<file path="config.mk">
export PLATFORM = sky130hd
export DESIGN_NAME = prog_loader
export DESIGN_NICKNAME = d
export VERILOG_FILES = /design/src/rtl/prog_loader.sv
export SDC_FILE = /design/constraint.sdc
export NUM_CORES = 1
export LEC_CHECK = 0
export BUFFER_PORTS_ARGS = -buffer_cell sky130_fd_sc_hd__buf_2
export CAP_MARGIN = 5
export CORE_ASPECT_RATIO = 0.5
export CORE_MARGIN = 2
export CORE_UTILIZATION = 51
export CTS_BUF_LIST = sky130_fd_sc_hd__clkbuf_4 sky130_fd_sc_hd__clkbuf_8
export DETAILED_ROUTE_END_ITERATION = 16
export HOLD_SLACK_MARGIN = 0.02
export PLACE_DENSITY = 0.75
export REMOVE_ABC_BUFFERS = 1
export SLEW_MARGIN = 0
export SYNTH_ARGS = -nofsm -noshare
export SYNTH_HDL_FRONTEND = slang
export SYNTH_SLANG_ARGS = --single-unit
</file>
<file path="constraint.sdc">
create_clock -name clk -period 4.5 [get_ports clk]
set_input_delay 0.225 -clock clk [delete_from_list [all_inputs] [get_ports clk]]
set_output_delay 0.225 -clock clk [all_outputs]
set_load 0.005 [all_outputs]
</file>
<file path="src/rtl/prog_loader.sv">
// -----------------------------------------------------------------------------
// prog_loader
//
// Boot-time program loader. Receives a program image over a byte stream
// (typically a UART receiver) and writes it into the core's instruction
// memory. The stream is one count byte N (number of 32-bit words, 1..DEPTH)
// followed by 4*N data bytes, little-endian within each word. Words not
// covered by the image are filled with NOOP, and the last word of memory
// with a branch-to-self, so a short program can never run off into stale
// memory. The core is held while loading and released on success.
//
// Ports
//   clk         in   system clock, all state on the rising edge
//   rst         in   asynchronous active-high reset
//   start       in   single-cycle request to (re)load a program
//   rx_valid    in   one-cycle strobe, rx_data holds a received byte
//   rx_data     in   received byte
//   imem_we     out  instruction-memory write enable
//   imem_addr   out  word-aligned byte address of the write
//   imem_wdata  out  instruction word to write
//   core_hold   out  1 holds the core in reset/stall (everything but RUN)
//   load_done   out  one-cycle pulse on entry to RUN
//   load_error  out  sticky error flag, cleared by start or rst
//
// All outputs are registered. They are computed from the next state, so
// each output register lines up with the state register it belongs to.
// -----------------------------------------------------------------------------
module prog_loader #(
  parameter int unsigned ADDR_WIDTH       = 8,
  parameter int unsigned BAUD_COUNT_CHECK = 16,
  parameter int unsigned TIMEOUT_CYCLES   = 20 * BAUD_COUNT_CHECK
) (
  input  logic                  clk,
  input  logic                  rst,
  input  logic                  start,
  input  logic                  rx_valid,
  input  logic [7:0]            rx_data,
  output logic                  imem_we,
  output logic [ADDR_WIDTH-1:0] imem_addr,
  output logic [31:0]           imem_wdata,
  output logic                  core_hold,
  output logic                  load_done,
  output logic                  load_error
);

  localparam int unsigned DEPTH  = 32'd1 << (ADDR_WIDTH - 2);
  // One bit wider than a word address so it can hold the count DEPTH.
  localparam int unsigned WIDX_W = ADDR_WIDTH - 1;
  localparam int unsigned TO_W   = $clog2(TIMEOUT_CYCLES + 1);
  localparam logic [TO_W-1:0] TO_LAST  = TO_W'(TIMEOUT_CYCLES - 1);
  localparam logic [31:0]     NOOP     = 32'h0000_0013;
  localparam logic [31:0]     INF_LOOP = 32'h0000_0063;

  typedef enum logic [2:0] {
    LOAD_COUNT = 3'd0,
    LOAD_DATA  = 3'd1,
    WRITE      = 3'd2,
    FILL       = 3'd3,
    RUN        = 3'd4,
    ERROR      = 3'd5
  } state_t;

  state_t              state_q,    state_d;
  logic [7:0]          n_q,        n_d;
  logic [WIDX_W-1:0]   word_idx_q, word_idx_d;
  logic [1:0]          byte_idx_q, byte_idx_d;
  logic [31:0]         word_q,     word_d;
  logic [TO_W-1:0]     to_cnt_q,   to_cnt_d;

  logic                  imem_we_q,    imem_we_d;
  logic [ADDR_WIDTH-1:0] imem_addr_q,  imem_addr_d;
  logic [31:0]           imem_wdata_q, imem_wdata_d;
  logic                  core_hold_q,  core_hold_d;
  logic                  load_done_q,  load_done_d;
  logic                  load_error_q, load_error_d;

  logic count_ok_s;
  logic more_words_s;
  logic full_image_s;
  logic last_word_s;

  // Insert a received byte into the word under assembly (little-endian).
  function automatic logic [31:0] put_byte(input logic [31:0] w,
                                           input logic [1:0]  idx,
                                           input logic [7:0]  b);
    logic [31:0] r;
    r = w;
    case (idx)
      2'd0:    r[7:0]   = b;
      2'd1:    r[15:8]  = b;
      2'd2:    r[23:16] = b;
      2'd3:    r[31:24] = b;
      default: r        = w;
    endcase
    return r;
  endfunction

  // Decode helpers for count validation and post-write routing.
  always_comb begin
    count_ok_s   = (rx_data != 8'd0) && (32'(rx_data) <= DEPTH);
    more_words_s = (32'(word_idx_q) + 32'd1) < 32'(n_q);
    full_image_s = (32'(n_q) == DEPTH);
    last_word_s  = (32'(word_idx_q) == (DEPTH - 32'd1));
  end

  // Next-state and datapath logic of the loader FSM.
  always_comb begin
    state_d    = state_q;
    n_d        = n_q;
    word_idx_d = word_idx_q;
    byte_idx_d = byte_idx_q;
    word_d     = word_q;
    to_cnt_d   = to_cnt_q;

    if (start) begin
      // start overrides everything, including a coincident rx_valid byte.
      state_d    = LOAD_COUNT;
      n_d        = 8'd0;
      word_idx_d = '0;
      byte_idx_d = 2'd0;
      word_d     = 32'd0;
      to_cnt_d   = '0;
    end else begin
      case (state_q)
        LOAD_COUNT: begin
          if (rx_valid) begin
            n_d = rx_data;
            if (count_ok_s) begin
              state_d    = LOAD_DATA;
              word_idx_d = '0;
              byte_idx_d = 2'd0;
              to_cnt_d   = '0;
            end else begin
              state_d = ERROR;
            end
          end else begin
            state_d = LOAD_COUNT;
          end
        end

        LOAD_DATA: begin
          if (rx_valid) begin
            word_d   = put_byte(word_q, byte_idx_q, rx_data);
            to_cnt_d = '0;
            if (byte_idx_q == 2'd3) begin
              state_d    = WRITE;
              byte_idx_d = 2'd0;
            end else begin
              byte_idx_d = byte_idx_q + 2'd1;
            end
          end else if (to_cnt_q == TO_LAST) begin
            // Stream stalled; words already written are left as they are.
            state_d = ERROR;
          end else begin
            to_cnt_d = to_cnt_q + TO_W'(1);
          end
        end

        WRITE: begin
          word_idx_d = word_idx_q + WIDX_W'(1);
          if (more_words_s) begin
            state_d  = LOAD_DATA;
            to_cnt_d = '0;
            // The sender may stream without gaps: a byte arriving while the
            // previous word is being written starts the next word.
            if (rx_valid) begin
              word_d     = put_byte(word_q, 2'd0, rx_data);
              byte_idx_d = 2'd1;
            end else begin
              byte_idx_d = 2'd0;
            end
          end else if (full_image_s) begin
            state_d = RUN;
          end else begin
            state_d = FILL;
          end
        end

        FILL: begin
          // word_idx_q is the word being written in this cycle.
          if (last_word_s) begin
            state_d = RUN;
          end else begin
            word_idx_d = word_idx_q + WIDX_W'(1);
          end
        end

        RUN: begin
          state_d = RUN;
        end

        ERROR: begin
          state_d = ERROR;
        end

        default: begin
          state_d = ERROR;
        end
      endcase
    end
  end

  // Output decode from the next state so the output registers track state_q.
  always_comb begin
    imem_we_d    = (state_d == WRITE) || (state_d == FILL);
    imem_addr_d  = imem_addr_q;
    imem_wdata_d = imem_wdata_q;
    core_hold_d  = (state_d != RUN);
    load_done_d  = (state_d == RUN) && (state_q != RUN);
    load_error_d = (state_d == ERROR);

    if (state_d == WRITE) begin
      imem_addr_d  = {word_idx_d[ADDR_WIDTH-3:0], 2'b00};
      imem_wdata_d = word_d;
    end else if (state_d == FILL) begin
      imem_addr_d  = {word_idx_d[ADDR_WIDTH-3:0], 2'b00};
      imem_wdata_d = (32'(word_idx_d) == (DEPTH - 32'd1)) ? INF_LOOP : NOOP;
    end else begin
      imem_addr_d  = imem_addr_q;
      imem_wdata_d = imem_wdata_q;
    end
  end

  // FSM state and datapath registers.
  always_ff @(posedge clk or posedge rst) begin
    if (rst) begin
      state_q    <= LOAD_COUNT;
      n_q        <= 8'd0;
      word_idx_q <= '0;
      byte_idx_q <= 2'd0;
      word_q     <= 32'd0;
      to_cnt_q   <= '0;
    end else begin
      state_q    <= state_d;
      n_q        <= n_d;
      word_idx_q <= word_idx_d;
      byte_idx_q <= byte_idx_d;
      word_q     <= word_d;
      to_cnt_q   <= to_cnt_d;
    end
  end

  // Output registers.
  always_ff @(posedge clk or posedge rst) begin
    if (rst) begin
      imem_we_q    <= 1'b0;
      imem_addr_q  <= '0;
      imem_wdata_q <= 32'd0;
      core_hold_q  <= 1'b1;
      load_done_q  <= 1'b0;
      load_error_q <= 1'b0;
    end else begin
      imem_we_q    <= imem_we_d;
      imem_addr_q  <= imem_addr_d;
      imem_wdata_q <= imem_wdata_d;
      core_hold_q  <= core_hold_d;
      load_done_q  <= load_done_d;
      load_error_q <= load_error_d;
    end
  end

  assign imem_we    = imem_we_q;
  assign imem_addr  = imem_addr_q;
  assign imem_wdata = imem_wdata_q;
  assign core_hold  = core_hold_q;
  assign load_done  = load_done_q;
  assign load_error = load_error_q;

endmodule

</file>
Word-level counts from Yosys, hierarchy flattened
Cells that the tools add are included.
W data, S select, Z words.

cells by class
  $lt $le $gt $ge = 2
  equal/unequal tests = 22
  reduce and logical (&&, ||, !) cells = 13
  muxes and demuxes = 47
  add/sub/neg operators = 4

operators by type and width
  cell                   number
  $mux W32               4
  $mux W8                11
  $pmux W32 S2           1
  $mux W9                6
  $mux W7                5
  $mux W3                9
  $pmux W9 S3            1
  $pmux W7 S3            1
  $ne A3 B3 Y1 const B   6
  $pmux W3 S5            1
  $eq A7 B6 Y1 const B   2
  $eq A3 B2 Y1 const B   4
  $mux W2                6
  $reduce_and A5 Y1      2
  $add A9 B1 Y9 const B  1
  $eq A3 B3 Y1 const B   3
  $eq A9 B9 Y1 const B   1
  $add A7 B1 Y8 const B  1
  $eq A8 B7 Y1 const B   1
  $le A8 B7 Y1 const B   1
  $lt A8 B8 Y1           1
  $reduce_bool A8 Y1     1
  $add A7 B1 Y7 const B  1
  $pmux W2 S3            1
  other kinds (13)       17

storage, ports and cells
  bits of input ports = 12
  output and inout port bits = 44
  logic and storage cells = 100
  register bits after elaboration = 105

Depth between registers and ports, before layout
  depth in word-level cells = 10
  mapped depth = 15
  depth with buffers taken out = 13

Worst setup path before layout
Ideal clock, no wire load.

  path kind = register to register
  start = register word_idx_q[0]
  end = register imem_wdata_q[4], in the netlist imem_wdata[4]
  buffers on the path = 2
  setup time = 123 ps
  clock period less this slack = 3284 ps
  data arrival time = 3161 ps
  stages on the path, launching flop included = 16
  data required time = 4377 ps
  slack = 1216 ps
  cells stage by stage = dfrtp_1 ha_1 and3_1 clkbuf_1 nand3_1 nand2_1 nand2_1 ha_1 and2_1 a221oi_1 o21a_1 a22oi_1 or2_2 clkbuf_1 mux2_2 o221a_2

on the way
  word-level cells in the longest chain between the ends = 8
  elaborated cells between the ends (all ways) = 23
  classes of those cells = 2 x add/sub; 1 x order compare; 4 x eq/ne; 15 x mux; 1 x reduce/logical

ends and longest elaborated chain
  item                                                                   line  text
  from (decl)                                                            65    logic [WIDX_W-1:0] word_idx_q, word_idx_d;
  from (signal assigned)                                                 236   word_idx_q <= word_idx_d;
  parallel branches: the longest is 8 deep, another holds $add A7 B1 Y8  n/a
  to (signal assigned)                                                   255   imem_wdata_q <= imem_wdata_d;
  to (decl)                                                              72    logic [31:0] imem_wdata_q, imem_wdata_d;

Parallel ways; which one is timed is not known. The select of a mux whose other input is x is not followed.
A chain may end at the register's enable or synchronous reset.

Worst setup path in the final report
  start = register word_idx_q[0]
  end = register imem_wdata_q[23], in the netlist imem_wdata[23]

on the way
  word-level cells in the longest chain between the ends = 7
  elaborated cells between the ends (all ways) = 11
  classes of those cells = 1 x add/sub; 1 x order compare; 3 x eq/ne; 5 x mux; 1 x reduce/logical

ends and longest elaborated chain
  item                                                   line      text
  $add A7 B1 Y8                                          101       more_words_s = (32'(word_idx_q) + 32'd1) < 32'(n_q);
  $lt A8 B8 Y1                                           101
  $mux W3                                                161       if (more_words_s) begin
  $pmux W3 S5 *                                          124       case (state_q)
  $mux W3 *                                              115       if (start) begin
  $eq A3 B2 Y1 (on tied branches)                        212, 215
  $mux W32 / $reduce_bool A2 Y1 (equally long branches)  n/a

Every way passes the cells marked *; elsewhere a longest branch is shown, timed or not.

==> results by group <==
CTS
  • Setup bufs post-CTS: 0
  • Post-cts resize count: 0
  • Skew-Pair Late Insertion Delay: 380 ps
  • CTS Buf Count: 9
  • Clk root buf: clkbuf_8
  • H-tree depth: 3
  • Clk buf depth: 2
  • CTS tree: yes
  • Hold Buf Count CTS: 1
  • Clock tree sinks: 98
  • Reg clk slew, reported paths: 110 ps

Place
  • Port-buffer cells: 53
  • Final HPWL DP: 7580 µm
  • Final Wtd Congestion: 0.883

Setup path
  • Critical path class: reg -> reg
  • Max FO, Critical Path: 17
  • Reg-to-Reg Start: word_idx_q[0]
  • Most frequent cell on the critical path: nand2_1
  • Critical path launch point type: register
  • CP max stage delay: 500 ps
  • Critical path cell sequence: ha_1 > and3_1 > nand3_1 > nand2_1 > nand2_1 > ha_1 > and2_1 > a221oi_1 > o21a_1 > o31a_1 > clkinv_1 > buf_4 > nand2_1 > o21ai_0
  • Slowest library cell on the worst path: clkinv_1
  • Worst Setup End Kind: register
  • Flop2flop setup slack: 940 ps
  • Req. time, crit path: 4750 ps
  • Critical Path AT: 3810 ps
  • Worst reg2reg path depth: 14
  • RR Endpoint: imem_wdata[23]

Synth
  • Average size of a mapped cell: 9.07 µm²
  • Xor and xnor area share after synthesis: 0.744%
  • Cell variety after synth: 61
  • Synth warn: 0
  • Mapped Area: 4710 µm²
  • Mux cell area share after synthesis: 1.52%
  • Main combinational cell family by area after synthesis: simple AND/OR/NAND/NOR gates
  • Flop and latch count out of synthesis: 98
  • Post-synth top area share: 51.6%
  • Top_reg_cell synth: dfrtp_1
  • Share of synthesized cell area in full adder, half adder and majority cells: 3.46%
  • Simple-gate share of the synthesized area: 21.5%
  • Synth Area in Compound Gates: 16.2%
  • Cell taking the most area after synthesis: dfrtp_1
  • Gate Count Post-Synth: 519
  • EDFF count, synth: 0
  • Asr flop ratio synth: 100%
  • Sequential fraction of the synthesis area: 52.1%
  • Synth top area cells: dfrtp_1 52%, nand2_1 9.6%, a21oi_1 5.1%

Timing
  • Setup tns final: 0 ps
  • Final setup viols: 0
  • Tmin final: 3560 ps
  • Worst-Margin Slew: 1170 ps
  • Max Clk Rate: 0.281 GHz
  • Worst hold margin: 148 ps
  • Rel. slew slack: 21.4%
  • Fin. Hold Viols: 0
  • RSZ-0062 raised after global routing: false
  • Skew final: 15.9 ps
  • Final Slew Violations: 0
  • Final period util: 79.1%

Routing
  • DRT iter0 DRCs: 353
  • WL per Instance: 16.7 µm
  • Initial DRT Pass Iterations: 5
  • Via/cell ratio: 5.72
  • Residual DRC: 0
  • DR vias: 3881
  • Total Wirelength: 11400 µm
  • Post-DRT Antenna Nets: 0

Global route
  • Pin count of the biggest net entering global routing: 56
  • GRT Total Usage: 24.1%
  • Initial antenna violation count: 0
  • Vias in the first global route: 3645
  • First-pass GRT wire length: 19000 µm
  • Total grt overflow: 0

Cells and area
  • Most frequent cells in the layout: 120 x nand2_1, 97 x dfrtp_1, 53 x buf_2
  • Most common cell after layout, fill and taps aside: nand2_1
  • # nets final: 582
  • Synthesis-to-layout area growth: 11.9%
  • Layout cell share with drive strength beyond 1: 16.5%
  • Inserted Diodes: 0

Power and ir drop
  • Leak Pwr: 2.52 nW
  • Clock power frac: 36.7%
  • Gate power share: 8.3%
  • Flop pwr share: 55.0%
  • VDD IR max: 0.000133 V
  • Switching component of the power: 445 µW
  • Pwr/cell area: 313 nW/µm²
  • Pint: 1.20 mW
  • Switching Share: 27.0%

Floorplanning
  • Initial Utilization: 53.3%
  • Die Height: 71.9 µm
  • Die area: 10100 µm²
  • Core area: 8830 µm²
  • # IOs: 56
  • Row count: 24
  • Die Span X: 140 µm

Flow run
  • Max-Cap Viols: 0

Min path
  • HP Start: rx_data[7]
  • Worst Hold Depth: 3
  • Hold Crit Class: in -> reg
  • Worst Hold End: n_q[7]

Status
  • Status: complete, no violations
-- metrics by stage --
stage                     worst slack (ps)  instances  area (µm²)  power [mW]  utilization (%)
final                                  940        679        5270        1.65             59.6
after global routing                   630        679        5270        1.71             59.6
after CTS                              991        679        5270        1.66             59.6
after detailed placement              1020        662        5050        1.06             57.2
after global placement                1090        662        5050        1.06             57.2
after floorplan                        351        485        4570       0.998                -
-- state kept, by name, summed over array words and instances (netlist names) --
register and count:
byte_idx_q 2, n_q 8, state_q 3, imem_addr 6, imem_wdata 32, word_idx_q 7, core_hold 1, to_cnt_q 9
load_error 1, imem_we 1, word_q 27, load_done 1
-- area by class of cell --
type	count	area, µm²
multi-input combinational	370	2070
tap	117	146
fill	803	3560
clock buffer	9	124
clock inverter	7	81.3
inverter	17	66.3
timing repair buffer	61	328
sequential	98	2450
-- power groups by stage --
stage | clock network, mW | logic (mW) | registers, mW
2_1_floorplan | 0 | 0.0798 | 0.918
5_1_grt | 0.645 | 0.154 | 0.907
4_1_cts | 0.615 | 0.137 | 0.905
3_5_place_dp | 0 | 0.136 | 0.922
3_3_place_gp | 0 | 0.135 | 0.922
6_report | 0.603 | 0.137 | 0.905
-- cell families (layout without fill, tap and decap cells) --
group	count (synthesis)	in the layout
AO/OA/AOI/OAI	123	123
adder cells (fa/ha/maj)	13	13
multiplexers	7	7
XOR/XNOR	4	4
buffers and inverters	52	94
AND/OR/NAND/NOR	221	221
flip-flops	98	98
other	1	2
-- Yosys cell counts, types with 4 or more instances --
cell type / count
buf_1: 6
ha_1: 13
a22o_1: 5
o21ai_0: 27
dfrtp_1: 97
nand2_1: 120
a21oi_1: 48
a31oi_1: 9
clkbuf_1: 25
mux2i_1: 6
nand3_1: 30
nor3_1: 8
inv_1: 16
nor2b_1: 4
nor2_1: 25
and3_1: 8
-- layer usage --
| metal | GRT usage (%) | part of all wire [%] |
|---|---|---|
| met5 | 0 | 0 |
| met4 | 7.56 | 0.84 |
| met3 | 5.68 | 5.5 |
| met2 | 35.2 | 43 |
| met1 | 36.1 | 51 |
-- worst max path at each step --
stage,startpoint,end,slack (ps),cells after the start
3_5_place_dp,word_idx_q[0],imem_wdata[23],1020,14
2_1_floorplan,state_q[2],imem_wdata[4],350,7
4_1_cts,word_idx_q[0],imem_wdata[23],990,14
3_3_place_gp,word_idx_q[0],imem_wdata[4],1090,14
5_1_grt,word_idx_q[0],imem_wdata[19],630,14
6_report,word_idx_q[0],imem_wdata[23],940,14
-- worst max-delay path, delay by kind of cell (launching register included) --
kind / cells / cell delay (ps)
buf+inv: 2 / 890
simple gates: 6 / 790
compound gates: 4 / 810
fa+ha+maj: 2 / 510
flops: 1 / 410
Note: power is estimated with default switching activity, not from simulation.
